===== src/rtl/cam_lookup.sv =====
`default_nettype none
// ============================================================================
//  Module      : cam_lookup
//  Description : Storage-plus-lookup block. A producer writes SIZE-bit entries
//                into DEPTH slots, each with its own valid bit. Two
//                independent consumer ports read from those entries:
//                  - indexed read, with one cycle of latency
//                  - content search, with one cycle of latency, returning
//                    the lowest index whose valid entry equals the key
//  Ports       : clk             clock, all state updates on posedge
//                reset_i         synchronous active-high reset
//                write_i         write strobe
//                write_index_i   entry to write
//                write_data_i    data to write, which marks the entry valid
//                read_i          read strobe
//                read_index_i    entry to read
//                read_value_o    registered read data (0 for an invalid entry)
//                read_valid_o    read_value_o comes from a valid entry
//                search_i        search strobe
//                search_data_i   key to match
//                search_index_o  lowest matching index (0 if no match)
//                search_valid_o  the previous cycle's search found a match
//  Config      : CAM_WRITE_BYPASS_EN
//                  defined   - a read or search in the same cycle as a write
//                              sees the data being written
//                  undefined - a read or search in the same cycle as a write
//                              sees the contents from before that write
//  Revision    : 1.0 - initial release
// ============================================================================
module cam_lookup #(
    parameter  int SIZE  = 8,
    parameter  int DEPTH = 8,
    localparam int IW    = $clog2(DEPTH)
) (
    input  logic            clk,
    input  logic            reset_i,
    input  logic            write_i,
    input  logic [IW-1:0]   write_index_i,
    input  logic [SIZE-1:0] write_data_i,
    input  logic            read_i,
    input  logic [IW-1:0]   read_index_i,
    output logic [SIZE-1:0] read_value_o,
    output logic            read_valid_o,
    input  logic            search_i,
    input  logic [SIZE-1:0] search_data_i,
    output logic [IW-1:0]   search_index_o,
    output logic            search_valid_o
);

    // Storage
    logic [SIZE-1:0]  r_mem [DEPTH];
    logic [DEPTH-1:0] r_valid;

    // The contents that the read and search ports see this cycle. This is
    // either the stored contents, or the stored contents with this cycle's
    // write merged in.
    logic [SIZE-1:0]  w_view_mem [DEPTH];
    logic [DEPTH-1:0] w_view_valid;

    logic [DEPTH-1:0] w_wr_sel;
    logic [DEPTH-1:0] w_match;
    logic [IW-1:0]    w_match_index;
    logic             w_match_any;

    // Registered results
    logic [SIZE-1:0]  r_read_value;
    logic             r_read_valid;
    logic [IW-1:0]    r_search_index;
    logic             r_search_valid;

    generate
        for (genvar gi = 0; gi < DEPTH; gi++) begin : g_entry
            assign w_wr_sel[gi] = write_i && (write_index_i == IW'(gi));
`ifdef CAM_WRITE_BYPASS_EN
            assign w_view_mem[gi]   = w_wr_sel[gi] ? write_data_i : r_mem[gi];
            assign w_view_valid[gi] = w_wr_sel[gi] | r_valid[gi];
`else
            assign w_view_mem[gi]   = r_mem[gi];
            assign w_view_valid[gi] = r_valid[gi];
`endif
            // Only valid entries take part in the search. Because of this,
            // an all-zero key never matches an empty slot.
            assign w_match[gi] = w_view_valid[gi] && (w_view_mem[gi] == search_data_i);
        end
    endgenerate

    // Priority encoder. The loop scans downward so that the last assignment,
    // which is the lowest matching index, is the one that takes effect.
    always_comb begin
        w_match_index = '0;
        for (int i = DEPTH - 1; i >= 0; i--) begin
            if (w_match[i]) begin
                w_match_index = IW'(i);
            end
        end
    end

    assign w_match_any = |w_match;

    // Entry storage and valid bits. Only a reset clears a valid bit.
    always_ff @(posedge clk) begin
        if (reset_i) begin
            r_valid <= '0;
            for (int i = 0; i < DEPTH; i++) begin
                r_mem[i] <= '0;
            end
        end else begin
            for (int i = 0; i < DEPTH; i++) begin
                if (w_wr_sel[i]) begin
                    r_mem[i]   <= write_data_i;
                    r_valid[i] <= 1'b1;
                end
            end
        end
    end

    // Result registers for the read and search ports. When no read is
    // issued, the read data keeps its previous value and only the valid
    // flag drops.
    always_ff @(posedge clk) begin
        if (reset_i) begin
            r_read_value   <= '0;
            r_read_valid   <= 1'b0;
            r_search_index <= '0;
            r_search_valid <= 1'b0;
        end else begin
            if (read_i) begin
                r_read_valid <= w_view_valid[read_index_i];
                r_read_value <= w_view_valid[read_index_i] ? w_view_mem[read_index_i] : '0;
            end else begin
                r_read_valid <= 1'b0;
            end
            r_search_valid <= search_i && w_match_any;
            r_search_index <= (search_i && w_match_any) ? w_match_index : '0;
        end
    end

    assign read_value_o   = r_read_value;
    assign read_valid_o   = r_read_valid;
    assign search_index_o = r_search_index;
    assign search_valid_o = r_search_valid;

endmodule
`default_nettype wire


===== config.mk =====
export PLATFORM = sky130hd
export DESIGN_NAME = cam_lookup
export DESIGN_NICKNAME = d
export VERILOG_FILES = /design/src/rtl/cam_lookup.sv
export SDC_FILE = /design/constraint.sdc
export NUM_CORES = 1
export LEC_CHECK = 0
export ABC_AREA = 1
export CORE_MARGIN = 4
export CORE_UTILIZATION = 60
export CTS_CLUSTER_SIZE = 12
export DETAILED_ROUTE_END_ITERATION = 10
export PLACE_DENSITY = 0.79
export SYNTH_ARGS = -nofsm -noshare
export SYNTH_HDL_FRONTEND = slang
export SYNTH_SLANG_ARGS = --single-unit

===== constraint.sdc =====
create_clock -name clk -period 2.8 [get_ports clk]
set_input_delay 0.56 -clock clk [delete_from_list [all_inputs] [get_ports clk]]
set_output_delay 0.56 -clock clk [all_outputs]
set_load 0.005 [all_outputs]

==> flow_summary.toml, run 1 <==
[outcome]
status = "finished, final reports clean"

[detailed_routing]
num_vias = 4442
drtAntennaViolNets = 0
drc_errors = 0
first_pass_iters = 5
vias_per_cell = 5.69
wl_per_cell_um = 17.6
wl_um = 13700
drtIter0Drc = 392

[timing]
finalSetupViolations = 0
fin_crit_ns = 2.31
grt_setup_unrepaired = "no"
maxSlewHeadroom = 0.633
setup_tns_ns = 0
finalMaxSlewViolations = 0
hold_ws_ns = 0.482
period_share = 0.825
worstMarginPinSlew_ns = 0.549
clock_skew_ns = 0.0101
fmax_mhz = 433
hold_viol = 0

[global_route]
grt_usage = 0.293
grt_max_degree = 37
antenna_found_initial = 0
grt_pass1_wl_um = 21500
overflow = 0
grt_pass1_vias = 4285

[setup_path]
crit_path_max_fanout = 9
worst_ep_required_time_ns = 3.10
cp-start-kind = "primary input"
end_kind = "flop"
rrSetupSlack_ns = 1.24
worstPathArrival_ns = 2.61
crit_type = "primary input to flop"

[clocking]
cts_hold_buffers = 0
h-tree-depth = 3
clkLatencyLatePin_ns = 0.36
cts_buffers = 9
postCtsSetupBuffers = 0
path_clk_slew_ns = 0.09
cts_tree = "yes"
cts-root-buf = "clkbuf_8"
cts_buffer_depth = 2
cts_resized = 0
cts.sinks = 85

[worst_hold_path]
hold_path_class = "flop to flop"

[logic_synthesis]
synthArstFlopShare = 0
synth_area_per_cell_sq_um = 7.55
synthesis.area_sq_um = 4790
synth_nets = 662
seq_area_frac_synth = 0.489
synth-seq-cells = 85
synth_enable_flop_cells = 64
synth.distinct_cells = 34
synth_flop_cell = "edfxtp_1"
synth_warnings = 0
syn-instance-count = 635

[final_layout]
drive_above_1_share = 0.0664
antenna_cells = 0
final_nets = 700
final_util = 0.701
area_delta_synth_final_pct = 13.6
final_area_sq_um = 5450

[floorplan]
num_rows = 32
die_y_um = 97.4
ios = 40
die_area_sq_um = 9480
die_x_um = 97.4
core_sq_um = 7770
initial_core_util = 0.617

[flow_run]
max_cap_viol_count = 0

[place]
dpl_cell_area_sq_um = 5270
gp_congestion = 0.947
hpwl_um = 10000
portBuffers = 39

[pwr]
p_leak_nw = 2.40
p_per_area_nw_per_um2 = 499
ir_drop_mv = 0.292
-- kinds of logic (layout without fill, tap and decap cells) --
logic type                count (synthesis)  after routing  share of synthesized area
and+or+nand+nor                         297            297                      0.255
DFF                                      85             85                      0.489
AOI/OAI and AO/OA                       119            119                      0.128
xor gates and xnor gates                 15             15                     0.0274
buffers and inverters                   119            162                      0.101
-- worst max-delay path, cell delays in order --
cell and delay (ns):
clkdlybuf4s50_1 0.81, inv_1 0.32, nand2_1 0.12, nand2_1 0.05
inv_1 0.04, nand2_1 0.04, nor2_1 0.08, nand3_1 0.13
nand2_2 0.12, nor2_1 0.06, nand2_1 0.08, nand3_1 0.07
a21oi_1 0.12
-- power by group --
part	internal (mW)	switching (mW)	leakage (nW)	total, mW
logic	0.156	0.279	1.53	0.436
registers	1.44	0.0572	0.791	1.49
clock network	0.325	0.461	0.0837	0.787
-- registers in the layout, indices dropped and copies added (netlist names) --
signal,count
read_valid_o,1
r_mem,64
r_valid,8
search_valid_o,1
search_index_o,3
read_value_o,8
-- per-layer routing --
layer,global-route usage,up-vias,routed length [um]
li1,-,2108,-
met1,0.379,2022,5330
met2,0.465,259,6320
met3,0.0632,53,1490
met4,0.143,0,559
met5,0,-,0
-- per-stage QoR --
| step | worst slack [ns] | cells | power, mW |
|---|---|---|---|
| after floorplan | 1.16 | 635 | 1.78 |
| after global placement | 0.251 | 764 | 1.94 |
| after detailed placement | 0.199 | 764 | 1.94 |
| after CTS | 0.576 | 780 | 2.71 |
| after global routing | 0.404 | 780 | 2.83 |
| final | 0.491 | 780 | 2.72 |
-- synth_stat cells (all sizes together) (6+ instances only) --
cell | n | share of area
nand2 | 152 | 0.12
clkbuf | 7 | 0.0055
a21oi | 53 | 0.055
dfxtp | 21 | 0.088
o21ai | 57 | 0.060
edfxtp | 64 | 0.40
nand3 | 31 | 0.035
xnor2 | 9 | 0.016
inv | 92 | 0.072
xor2 | 6 | 0.011
buf | 16 | 0.020
nor2 | 104 | 0.084
-- path summary, 6_finish.rpt --
path,from,to,cells after the start
setup / recovery,search_data_i[3],search_index_o[0]$_SDFF_PP0_,13
hold / removal,read_value_o[7]$_SDFFE_PP0P_,read_value_o[7]$_SDFFE_PP0P_,2
setup reg to reg,r_valid[1]$_SDFFE_PP0P_,read_value_o[1]$_SDFFE_PP0P_,8
hold reg to reg,read_value_o[7]$_SDFFE_PP0P_,read_value_o[7]$_SDFFE_PP0P_,2
-- placed cells by master (no fill, tap or decap), types with 2 or more instances in the layout --
| master | n |
|---|---|
| nand3_2 | 3 |
| o211ai_1 | 2 |
| nor2_1 | 101 |
| clkinv_1 | 4 |
| o21ai_0 | 55 |
| o21ai_1 | 2 |
| buf_4 | 11 |
| inv_2 | 5 |
| a21oi_1 | 53 |
| clkinv_2 | 2 |
| nor2_2 | 2 |
| xnor2_1 | 9 |
| xor2_1 | 6 |
| inv_6 | 2 |
| inv_1 | 87 |
| nor3_1 | 2 |
| dfxtp_1 | 21 |
| o22ai_1 | 4 |
| clkinvlp_4 | 2 |
| a21o_1 | 2 |
| nand3_1 | 28 |
| clkbuf_8 | 9 |
| nand2_1 | 146 |
| clkdlybuf4s50_1 | 39 |
| nand2_2 | 5 |
| edfxtp_1 | 64 |
| nand4_1 | 4 |
-- layout make-up --
cell class,count,area [sq um]
flip-flops and latches,85,2340
clock buffers,9,124
inverters,96,362
multi-input cells,431,1970
repair buffers,50,473
fillers,631,2320
well taps,102,128
clock inverters,7,50.0
Note: power is estimated with default switching activity, not from simulation.
==> run 2: changes to the inputs <==
- CORE_UTILIZATION: 60 -> 53
- PLACE_DENSITY: 0.79 -> 0.74
- clock period: 2.8 -> 1.9 ns (I/O delays scaled with it)
==> run 2 against run 1 <==
Compared with the run above:
- hold slack about the same
- worst setup slack worse by 0.39 ns
- die area rose by 12%
- via count is 3.5% higher
- critical path depth decreased by 1
- routed wire length rose by 1.8%
- clock power is 42% higher
- utilization decreased by 3.9 points
- final cell count increased by 4.9%
- critical path type unchanged
==> flow_summary.toml, run 2 (same netlist as run 1, synthesis figures left out) <==
[setup_path]
cp_slowest_cell = "clkdlybuf4s50_1"
max_stage_delay_ns = 0.43
worst_ep_required_time_ns = 2.19
crit_path_max_fanout = 8
cp-start-kind = "primary input"
worstPathArrival_ns = 2.09
crit_type = "primary input to flop"
crit_chain = "clkdlybuf4s50_1 -> buf_4 -> buf_4 -> nand2_1 -> nand3_1 -> nor2_1 -> nand3_1 -> nand2_1 -> nor2_1 -> nand2_1 -> nand3_1 -> a21oi_1"
end_kind = "flop"

[timing]
hold_viol = 0
finalSetupViolations = 0
worstMarginPinSlew_ns = 0.410
clock_skew_ns = 0.00680
finalMaxSlewViolations = 0
fmax_mhz = 555
period_share = 0.948
hold_ws_ns = 0.482
grt_setup_unrepaired = "no"
fin_crit_ns = 1.80
maxSlewHeadroom = 0.726

[detailed_routing]
num_vias = 4596
drc_errors = 0
drtIter0Drc = 461
wl_per_cell_um = 17.0
wl_um = 13900
vias_per_cell = 5.62
first_pass_iters = 5
drtAntennaViolNets = 0

[floorplan]
ios = 40
die_area_sq_um = 10600
die_y_um = 103
core_sq_um = 8760
die_x_um = 103
num_rows = 34
initial_core_util = 0.547

[place]
portBuffers = 39
hpwl_um = 10600
dp.cells = 801
gp_congestion = 1.01

[final_layout]
layout_common_cells = "nand2_1 (146), nor2_1 (99), inv_1 (86), edfxtp_1 (64)"
nFillCells = 744
largest_reg_flops = 64
final_nets = 732
area_delta_synth_final_pct = 21.1
drive_above_1_share = 0.113
antenna_cells = 0
layoutNonFillerInstCount = 818
layout_commonest_cell = "nand2_1"
final_util = 0.662
max_flop_register = "r_mem"

[clocking]
cts_buffers = 9
path_clk_slew_ns = 0.08
clkLatencyLatePin_ns = 0.36
h-tree-depth = 3
cts-root-buf = "clkbuf_8"
cts_buffer_depth = 2
cts.sinks = 85
cts_tree = "yes"

[global_route]
grt_pass1_vias = 4312
grt_pass1_wl_um = 21800
antenna_found_initial = 0
grt_usage = 0.278
grt_max_degree = 26
overflow = 0

[pwr]
p_leak_nw = 2.59
p_per_area_nw_per_um2 = 697
p_total_mw = 4.05
ir_drop_mv = 0.488

[worst_hold_path]
hold_path_class = "flop to flop"

[outcome]
status = "finished, final reports clean"

[flow_run]
max_cap_viol_count = 0
==> run 2: cell types whose count changed in the layout (fill, tap and decap cells not counted), moves of 2 or more <==
cell,change
buf_12,+9
buf_4,+23
clkbuf_1,+2
clkinv_2,+2
inv_6,-2
nor2_1,-2
nor2_2,+2
o21ai_0,-2
o21ai_1,+2
==> run 2: metrics by stage <==
step | area (sq um) | worst slack, ns | setup TNS [ns]
2_1_floorplan | 4790 | 0.444 | 0
3_3_place_gp | 5630 | -0.334 | -2.97
3_5_place_dp | 5630 | -0.335 | -4.68
4_1_cts | 5790 | 0.0340 | 0
5_1_grt | 5800 | 0.00276 | 0
6_report | 5800 | 0.0979 | 0
==> run 2: timing repair <==
item | 4_1_cts | 5_1_grt
resized for setup | 0 | 6
endpoints found under the setup margin | 0 | 6
hold buffers | 0 | 0
setup buffers | 0 | 1
==> run 2: area by class of cell <==
type | instances | area [sq um] | share of cell area
clock buffer | 11 | 131 | 0.0226
inverter | 96 | 362 | 0.0623
sequential | 85 | 2340 | 0.404
timing repair buffer | 82 | 826 | 0.142
multi-input combinational | 431 | 1980 | 0.341
tap | 108 | 135 | 0.0233
clock inverter | 5 | 30.0 | 0.00517
==> run 2: critical path: cells and delay by family <==
kind            cells  cell delay, ns
simple gates        8            0.81
buf+inv             3            0.75
compound gates      1            0.13
==> run 2: report_power, final <==
| part | leakage (nW) | internal, mW | switching (mW) | total [mW] |
|---|---|---|---|---|
| clock | 0.0791 | 0.469 | 0.651 | 1.12 |
| combinational | 1.72 | 0.297 | 0.426 | 0.723 |
| sequential | 0.791 | 2.12 | 0.0865 | 2.20 |
| total | 2.59 | 2.88 | 1.16 | 4.05 |
==> run 2: metal layers <==
metal  wire length, um  GRT usage  vias to the layer above
li1                  -          -                     2169
met1              5520      0.369                     2116
met2              6600      0.454                      262
met3              1310     0.0392                       49
met4               501      0.121                        0
met5                 0          0                        -
==> run 2: final timing paths <==
kind	startpoint	endpoint	slack, ns	cells past startpoint
worst max-delay path	search_data_i[7]	search_index_o[0]$_SDFF_PP0_	0.1	12
worst min-delay path	read_value_o[5]$_SDFFE_PP0P_	read_value_o[5]$_SDFFE_PP0P_	0.48	2
worst max register to register	r_mem[1][14]$_SDFFCE_PN0P_	search_index_o[0]$_SDFF_PP0_	0.31	11
worst min register to register	read_value_o[5]$_SDFFE_PP0P_	read_value_o[5]$_SDFFE_PP0P_	0.48	2
==> run 3: changes to the inputs <==
- CORE_UTILIZATION: 53 -> 55
- PLACE_DENSITY: 0.74 -> 0.73
- clock period: 1.9 -> 2.3 ns (I/O delays scaled with it)
==> run 3 against run 2 <==
Compared with the run above:
- via count shrank 1.9%
- largest power group unchanged
- critical endpoint unchanged
- largest cell class unchanged
- hold slack lost 0.0019 ns
- power shrank 15%
- register-to-register slack gained 0.41 ns
==> flow_summary.toml, run 3 (same netlist as run 1, synthesis figures left out) <==
[setup_path]
end_kind = "flop"
critPathMostFrequentCell = "nand2_1"
crit_chain = "clkdlybuf4s50_1 -> inv_2 -> nand2_1 -> nand2_1 -> nand2_1 -> nor2_1 -> nand3_1 -> nand2_1 -> nand2_1 -> nand2_1 -> nand2_1 -> nand2_1 -> a21oi_1"
cp_slowest_cell = "clkdlybuf4s50_1"
worstPathArrival_ns = 2.37
cp.buffers_inverters = 2
crit_type = "primary input to flop"
max_stage_delay_ns = 0.65
r2r_cells = 9
cp_num_cells = 13
crit_path_max_fanout = 9
cp-start-kind = "primary input"
worst_ep_required_time_ns = 2.57
critPathTopFamily = "buffers and inverters"

[final_layout]
layoutNonFillerInstCount = 800
final_nets = 717
layout_common_cells = "nand2_1 (146), nor2_1 (101), inv_1 (87), edfxtp_1 (64), o21ai_0 (55)"
layout_commonest_cell = "nand2_1"
area_delta_synth_final_pct = 17.2
antenna_cells = 0
max_flop_register = "r_mem"
largest_reg_flops = 64
nFillCells = 722
drive_above_1_share = 0.0863

[timing]
grt_setup_unrepaired = "no"
setup_ws_ns = 0.194
finalSetupViolations = 0
hold_viol = 0
fin_crit_ns = 2.11
fmax_mhz = 475
worstMarginPinSlew_ns = 0.512
maxSlewHeadroom = 0.658
period_share = 0.916
finalMaxSlewViolations = 0
clock_skew_ns = 0.00750

[clocking]
cts_tree = "yes"
h-tree-depth = 3
postCtsSetupBuffers = 0
path_clk_slew_ns = 0.09
cts_resized = 0
clkLatencyLatePin_ns = 0.37
cts_buffers = 9
cts.sinks = 85
cts_buffer_depth = 2
cts-root-buf = "clkbuf_8"
cts_hold_buffers = 0

[pwr]
p_int_mw = 2.47
p_leak_nw = 2.50
seq_power_share = 0.529
p_per_area_nw_per_um2 = 615
clkPwrFrac = 0.310
switching_share = 0.287
ir_drop_mv = 0.356
p_comb_frac = 0.161
power.switching_uw = 992

[global_route]
grt_max_degree = 18
antenna_found_initial = 0
overflow = 0
grt_usage = 0.302
grt_pass1_vias = 4395
grt_pass1_wl_um = 22900

[worst_hold_path]
hold_depth = 2
hold_path_class = "flop to flop"

[floorplan]
num_rows = 33
die_y_um = 101
core_sq_um = 8340
die_x_um = 101
ios = 40
die_area_sq_um = 10300
initial_core_util = 0.575

[detailed_routing]
drtIter0Drc = 406
wl_um = 14700
drtAntennaViolNets = 0
num_vias = 4510
vias_per_cell = 5.64
wl_per_cell_um = 18.3
first_pass_iters = 5
drc_errors = 0

[outcome]
status = "finished, final reports clean"

[place]
gp_congestion = 0.998
dp.cells = 784
pre_cts_ws_ns = -0.0998
portBuffers = 39
hpwl_um = 11300

[flow_run]
max_cap_viol_count = 0
run 3: cell types whose count changed in the layout (fill, tap and decap cells not counted), moves of 2 or more:
cell,previous run,this run
clkinv_2,4,1
o21ai_0,53,55
buf_4,34,26
o21ai_1,4,2
buf_12,9,2
clkinv_1,3,5
nor2_2,4,2
nor2_1,99,101
run 3: power by group through the flow:
| stage | combinational, mW | sequential [mW] | clock (mW) |
|---|---|---|---|
| 2_1_floorplan | 0.339 | 1.83 | 0 |
| 5_1_grt | 0.616 | 1.84 | 1.15 |
| 3_5_place_dp | 0.547 | 1.86 | 0 |
| 4_1_cts | 0.550 | 1.82 | 1.07 |
| 3_3_place_gp | 0.536 | 1.86 | 0 |
| 6_report | 0.558 | 1.83 | 1.07 |
run 3: through the flow:
step,util,hold slack [ns],setup TNS [ns],instance area [sq um],total power [mW]
detailed placement,0.651,0.470,-0.268,5430,2.41
global route,0.674,0.519,0,5620,3.60
floorplan,-,0.450,0,4790,2.17
CTS,0.674,0.484,0,5620,3.44
global placement,0.651,0.465,-0.136,5430,2.40
finish,0.674,0.480,0,5620,3.46
run 3: cell type report:
cell class | count | area (sq um) | area share
clock inverter | 6 | 62.6 | 0.0111
clock buffer | 10 | 128 | 0.0227
tap | 105 | 131 | 0.0234
sequential | 85 | 2340 | 0.417
inverter | 96 | 362 | 0.0644
timing repair buffer | 67 | 626 | 0.111
multi-input combinational | 431 | 1970 | 0.350
run 3: worst min-delay path: stages, from the launching register on:
cell and delay [ns]:
dfxtp_1 0.32, nand3_1 0.07, nand2_1 0.05
run 3: final timing paths:
path,startpoint,endpoint,slack (ns)
worst min register to register,read_value_o[3]$_SDFFE_PP0P_,read_value_o[3]$_SDFFE_PP0P_,0.48
worst min-delay path,read_value_o[3]$_SDFFE_PP0P_,read_value_o[3]$_SDFFE_PP0P_,0.48
worst max-delay path,search_data_i[6],search_index_o[0]$_SDFF_PP0_,0.19
worst max register to register,r_mem[1][10]$_SDFFCE_PN0P_,search_index_o[0]$_SDFF_PP0_,0.72
run 3: per-layer routing:
metal  up-vias  part of all wire  GRT usage
met1      2090              0.40      0.398
li1       2138                 -          -
met4         0             0.034      0.127
met5         -                 0          0
met3        42             0.096     0.0682
met2       240              0.46      0.482
